$ cat config.mk
export PLATFORM = sky130hd
export DESIGN_NAME = alu_issue_ctrl
export DESIGN_NICKNAME = d
export VERILOG_FILES = /design/src/rtl/alu_issue_ctrl.sv
export SDC_FILE = /design/constraint.sdc
export NUM_CORES = 1
export LEC_CHECK = 0
export ABC_AREA = 1
export CORE_ASPECT_RATIO = 0.75
export CORE_MARGIN = 5
export CORE_UTILIZATION = 53
export CTS_CLUSTER_DIAMETER = 150
export DETAILED_ROUTE_END_ITERATION = 8
export PLACE_DENSITY_LB_ADDON = 0.25
export SETUP_SLACK_MARGIN = 0.3
export SLEW_MARGIN = 20
export SYNTH_ARGS = -nofsm -noshare
export SYNTH_HDL_FRONTEND = slang
export SYNTH_SLANG_ARGS = --single-unit
$ cat constraint.sdc
create_clock -name clk -period 1.69 [get_ports clk]
set_input_delay 0.169 -clock clk [delete_from_list [all_inputs] [get_ports clk]]
set_output_delay 0.169 -clock clk [all_outputs]
set_load 0.01 [all_outputs]
$ cat src/rtl/alu_issue_ctrl.sv
`default_nettype none
// ============================================================================
//  Module      : alu_issue_ctrl
//  Description : Sequential instruction issuer for the 8-bit datapath.
//                Accepts 16-bit instructions over a valid/ready handshake.
//                It decodes each instruction and reads its operands from a
//                4 x 8-bit register file. It then drives op/A/B into the
//                external ALU and captures the result and flags. Finally it
//                writes the result back. Only one instruction is in flight
//                at a time: IDLE -> DECODE -> EXEC -> WB -> IDLE.
//  Ports       : clk, rst_n          - clock, async active-low reset
//                instr_valid/ready  - instruction handshake
//                instr[15:0]        - [15:12] op, [11:10] rd, [9:8] rs,
//                                     [7:0] imm, [1:0] rt for R-type
//                alu_op/a/b         - registered ALU operands (held in EXEC)
//                alu_r, alu_flags   - ALU result and {neg, zero, ovf}
//                wb_valid/rd/data   - one-cycle writeback pulse
//                flags_q            - last committed ALU flags
//                dbg_addr/dbg_data  - combinational register file read
//  Revision    : 1.0 - initial release
// ============================================================================
module alu_issue_ctrl #(
   parameter int NREG = 4,
   parameter int DW   = 8
) (
   input  logic          clk,
   input  logic          rst_n,
   input  logic          instr_valid,
   output logic          instr_ready,
   input  logic [15:0]   instr,
   output logic [3:0]    alu_op,
   output logic [DW-1:0] alu_a,
   output logic [DW-1:0] alu_b,
   input  logic [DW-1:0] alu_r,
   input  logic [2:0]    alu_flags,
   output logic          wb_valid,
   output logic [1:0]    wb_rd,
   output logic [DW-1:0] wb_data,
   output logic [2:0]    flags_q,
   input  logic [1:0]    dbg_addr,
   output logic [DW-1:0] dbg_data
);

   localparam logic [1:0] c_IDLE   = 2'd0;
   localparam logic [1:0] c_DECODE = 2'd1;
   localparam logic [1:0] c_EXEC   = 2'd2;
   localparam logic [1:0] c_WB     = 2'd3;

   localparam logic [3:0] c_OP_NOP = 4'b0000;
   localparam logic [3:0] c_OP_LI  = 4'b1110;

   logic [1:0]    r_state;
   logic [15:0]   r_instr;
   logic [DW-1:0] r_regs [NREG];
   logic [3:0]    r_alu_op;
   logic [DW-1:0] r_alu_a;
   logic [DW-1:0] r_alu_b;
   logic          r_wb_valid;
   logic [1:0]    r_wb_rd;
   logic [DW-1:0] r_wb_data;
   logic [2:0]    r_flags_cap;
   logic [2:0]    r_flags_q;

   // Field decode of the latched instruction word
   logic [3:0]    w_op;
   logic [1:0]    w_rd;
   logic [1:0]    w_rs;
   logic [1:0]    w_rt;
   logic [DW-1:0] w_imm;
   logic          w_is_nop;
   logic          w_is_li;
   logic          w_is_rtype;
   logic          w_is_alu;

   assign w_op       = r_instr[15:12];
   assign w_rd       = r_instr[11:10];
   assign w_rs       = r_instr[9:8];
   assign w_rt       = r_instr[1:0];
   assign w_imm      = r_instr[7:0];
   assign w_is_nop   = (w_op == c_OP_NOP);
   assign w_is_li    = (w_op == c_OP_LI);
   // 1110 is LI even though op[3] is set; every other op[3]=1 code is R-type
   assign w_is_rtype = w_op[3] && !w_is_li;
   assign w_is_alu   = !w_is_nop && !w_is_li;

   always_ff @(posedge clk or negedge rst_n) begin
      if (!rst_n) begin
         r_state     <= c_IDLE;
         r_instr     <= '0;
         r_alu_op    <= '0;
         r_alu_a     <= '0;
         r_alu_b     <= '0;
         r_wb_valid  <= 1'b0;
         r_wb_rd     <= '0;
         r_wb_data   <= '0;
         r_flags_cap <= '0;
         r_flags_q   <= '0;
         for (int i = 0; i < NREG; i++) begin
            r_regs[i] <= '0;
         end
      end else begin
         case (r_state)
            c_IDLE: begin
               if (instr_valid) begin
                  r_instr <= instr;
                  r_state <= c_DECODE;
               end
            end
            c_DECODE: begin
               // Operands are read here, after any previous writeback has
               // landed, so dependent back-to-back instructions need no bypass.
               if (w_is_alu) begin
                  r_alu_op <= w_op;
                  r_alu_a  <= r_regs[w_rs];
                  r_alu_b  <= w_is_rtype ? r_regs[w_rt] : w_imm;
               end else begin
                  r_alu_op <= '0;
                  r_alu_a  <= '0;
                  r_alu_b  <= '0;
               end
               r_state <= c_EXEC;
            end
            c_EXEC: begin
               // ALU result and flags are sampled on the edge leaving EXEC
               r_wb_valid  <= !w_is_nop;
               r_flags_cap <= alu_flags;
               if (!w_is_nop) begin
                  r_wb_rd   <= w_rd;
                  r_wb_data <= w_is_li ? w_imm : alu_r;
               end
               r_state <= c_WB;
            end
            c_WB: begin
               r_wb_valid <= 1'b0;
               if (r_wb_valid) begin
                  r_regs[r_wb_rd] <= r_wb_data;
               end
               if (w_is_alu) begin
                  r_flags_q <= r_flags_cap;
               end
               r_state <= c_IDLE;
            end
            default: r_state <= c_IDLE;
         endcase
      end
   end

   assign instr_ready = (r_state == c_IDLE);
   assign alu_op      = r_alu_op;
   assign alu_a       = r_alu_a;
   assign alu_b       = r_alu_b;
   assign wb_valid    = r_wb_valid;
   assign wb_rd       = r_wb_rd;
   assign wb_data     = r_wb_data;
   assign flags_q     = r_flags_q;
   assign dbg_data    = r_regs[dbg_addr];

endmodule
`default_nettype wire

==> impl_metrics.csv <==
group,metric,value,unit
cells_and_area,insertedDiodeCount,0,
cells_and_area,final_common_cell,"nand2_1",
die,die_area,0.00996,sq mm
global_routing,grt_pass1_vias,4055,
synthesis,synth.distinct_cells,25,
timing,setup_ws,273,ps
synthesis,synth_seq_cells,87,
pwr,ir_drop,1230,uV
route,vias,4366,
cells_and_area,nNetsFinal,708,
worst_setup_path,crit_path_max_fanout,8,
pwr,switching_power,0.00518,W
pwr,pwr-share-clk,12.2,%
route,dr.pass1.iters,7,
timing,finClkSkew,16.4,ps
cells_and_area,drive_above_1_share,22.5,%
cts,cts_tree,"done",
die,core,0.00788,sq mm
worst_setup_path,crit_path_start,"r_state[0]",
synthesis,synth_compound_gate_area_share,12.6,%
timing,hold_viol,0,
job,max-cap-violations,0,
cts,ctsHtreeMaxLevel,3,
pwr,power_density,1930,mW/mm^2
die,num_io_pins,75,
synthesis,synth_top_family_by_area,"simple AND/OR/NAND/NOR gates",
die,die_width,114,um
place,dp_hpwl,9.39,mm
place,port_buffers,74,
cts,cts_root_buf,"clkbuf_8",
synthesis,syn_area_per_cell,7.90,sq um
timing,finalSetupViolCount,0,
cells_and_area,synthToLayoutAreaGrowth,37.7,%
route,routed_wl,14.4,mm
timing,min_period_over_period,83.9,%
route,via_per_inst,5.58,
global_routing,grt_pass1_wl,21.0,mm
worst_setup_path,r2r_setup_slack,270,ps
cells_and_area,instances_no_fill,782,
pwr,internal_power,0.00616,W
global_routing,grt_use_total,27.5,%
timing,hold_ws,280,ps
timing,fmax,0.706,GHz
hold_path,hold_path_class,"primary input to asynchronous set/reset pin",
route,ant_nets,0,
pwr,p_leak,2.92,nW
place,dp.cells,732,
global_routing,antenna_found_initial,0,
synthesis,synthMuxAreaShare,0.792,%
worst_setup_path,crit_path_end,"r_regs[19]",
cts,clock_latency,380,ps
cts,cts.sinks,87,
route,wire_per_inst,18.5,um
die,num_rows,28,
cts,path_clk_slew,100,ps
worst_setup_path,r2r_end,"r_regs[19]",
pwr,combinationalPowerShare,54.1,%
place,place_ws,-272,ps
worst_setup_path,worst_r2r_path_depth,6,
pwr,switching_share,45.7,%
die,start_util,54.1,%
timing,finalCriticalPeriod,1420,ps
synthesis,syn_nets,576,
route,route.detailed.drc,0,
worst_setup_path,arrival,1700,ps
die,die_y,87.7,um
pwr,seqPwrFrac,33.7,%
timing,slew_violations,0,
timing,setup-tns-final,0,ps
cells_and_area,layout_common_cells,"nand2_1, dfrtp_1, buf_4, o21ai_0, nor2_1",
synthesis,synth_xor_area_share,0,%
outcome,status,"finished clean",
worst_setup_path,required,1980,ps
synthesis,yosys.area_share.simple,27.3,%
timing,rsz0062_at_grt,"true",
synthesis,syn_area,0.00427,sq mm
place,gp_congestion,0.931,
worst_setup_path,critPathKind,"flip-flop to flip-flop",
worst_setup_path,r2r_start,"r_state[0]",
worst_setup_path,critPathLaunchType,"flip-flop",
timing,worstMarginPinSlew,451,ps
synthesis,yosys_warnings,0,
timing,maxSlewHeadroom,69.9,%
global_routing,grt_start_max_net_pins,35,
cts,cts_made_buffers,9,
synthesis,synthAdderAreaFrac,1.17,%
synthesis,seq_area_frac_synth,51.0,%
global_routing,overflow,0,
pwr,total_power,0.0113,W
synthesis,syn_inst,540,
worst_setup_path,endpoint_kind,"flip-flop",
route,drtIter0Drc,394,
cts,cts.path.max_buffers,2,
-- worst max-delay path: stages (launching register included) --
cell and delay [ps]:
dfrtp_2 490, ha_4 180, nand2_2 80, inv_2 90, nand3_2 100, buf_2 200
o21ai_0 190
-- power by group through the flow --
stage / clock, W / sequential [W] / combinational [W]
after floorplan: 0 / 0.00382 / 0.00286
after global placement: 0 / 0.00389 / 0.00499
after detailed placement: 0 / 0.00391 / 0.00511
after CTS: 0.00138 / 0.00371 / 0.00542
after global routing: 0.00147 / 0.00392 / 0.00672
final: 0.00138 / 0.00382 / 0.00613
-- stage by stage --
step	utilization (%)	area (sq um)
4_1_cts	70.8	5580
6_report	74.5	5870
5_1_grt	74.5	5870
2_1_floorplan	-	4270
3_5_place_dp	66.7	5260
3_3_place_gp	66.7	5260
-- kinds of logic (layout without fill, tap and decap cells) --
family / after synthesis / after routing
AO/OA/AOI/OAI: 104 / 104
multiplexers: 3 / 3
flip-flops: 87 / 87
buffers and inverters: 58 / 194
AND/OR/NAND/NOR: 284 / 285
adder cells (fa/ha/maj): 4 / 4
-- layer usage --
layer  GRT usage [%]  up-vias  wire length, um
li1                -     2014                -
met2            42.3      241             6640
met3            5.04       45             1520
met5               0        -                0
met4            9.83        0              426
met1            39.5     2066             5860
-- Yosys cell counts --
cell type | count | area (sq um)
nor3_4 | 1 | 16.3
o22ai_1 | 8 | 50.1
mux2_2 | 3 | 33.8
a22oi_1 | 1 | 7.51
o21ai_1 | 2 | 10.0
a21oi_1 | 23 | 115
nand2_1 | 189 | 709
inv_1 | 31 | 116
o21ai_2 | 1 | 8.76
buf_1 | 1 | 3.75
nand3_4 | 1 | 17.5
buf_2 | 7 | 35.0
o21ai_0 | 69 | 345
ha_1 | 4 | 50.1
inv_2 | 1 | 3.75
nand2_2 | 3 | 18.8
buf_4 | 4 | 30.0
dfrtp_1 | 87 | 2180
nand2_4 | 1 | 11.3
nor2_1 | 47 | 176
clkinv_1 | 3 | 11.3
buf_6 | 8 | 90.1
nor2_4 | 1 | 11.3
nand3_1 | 41 | 205
clkbuf_1 | 3 | 11.3
-- layout make-up --
type	count	area, sq um
tap	105	131
multi-input combinational	396	1960
fill	585	2010
clock inverter	6	51.3
timing repair buffer	142	1250
clock buffer	10	128
inverter	35	151
timing repair inverter	1	5.00
sequential	87	2200
-- worst min path at each step --
stage / from / endpoint / slack [ps] / cells after the start
floorplan: rst_n / alu_a[0] / -130 / 0
global placement: rst_n / alu_a[6] / 150 / 1
detailed placement: rst_n / alu_a[6] / 150 / 1
CTS: rst_n / alu_a[6] / 290 / 2
global route: rst_n / alu_a[6] / 320 / 2
finish: rst_n / alu_a[6] / 280 / 2
-- state kept, by name, summed over array words and instances, names as in the netlist --
name	flops
r_flags_cap	3
alu_op	4
flags_q	3
wb_valid	1
alu_a	8
alu_b	8
r_state	2
r_instr	16
r_regs	32
wb_data	8
wb_rd	2
-- timing repair --
action	CTS	global route
gates cloned	0	4
buffers inserted	20	9
pin swaps	2	18
hold buffers	1	0
resized for setup	104	60
endpoints found under the hold margin	32	0
setup endpoints to repair	83	77
(Power assumes the default switching activity.)
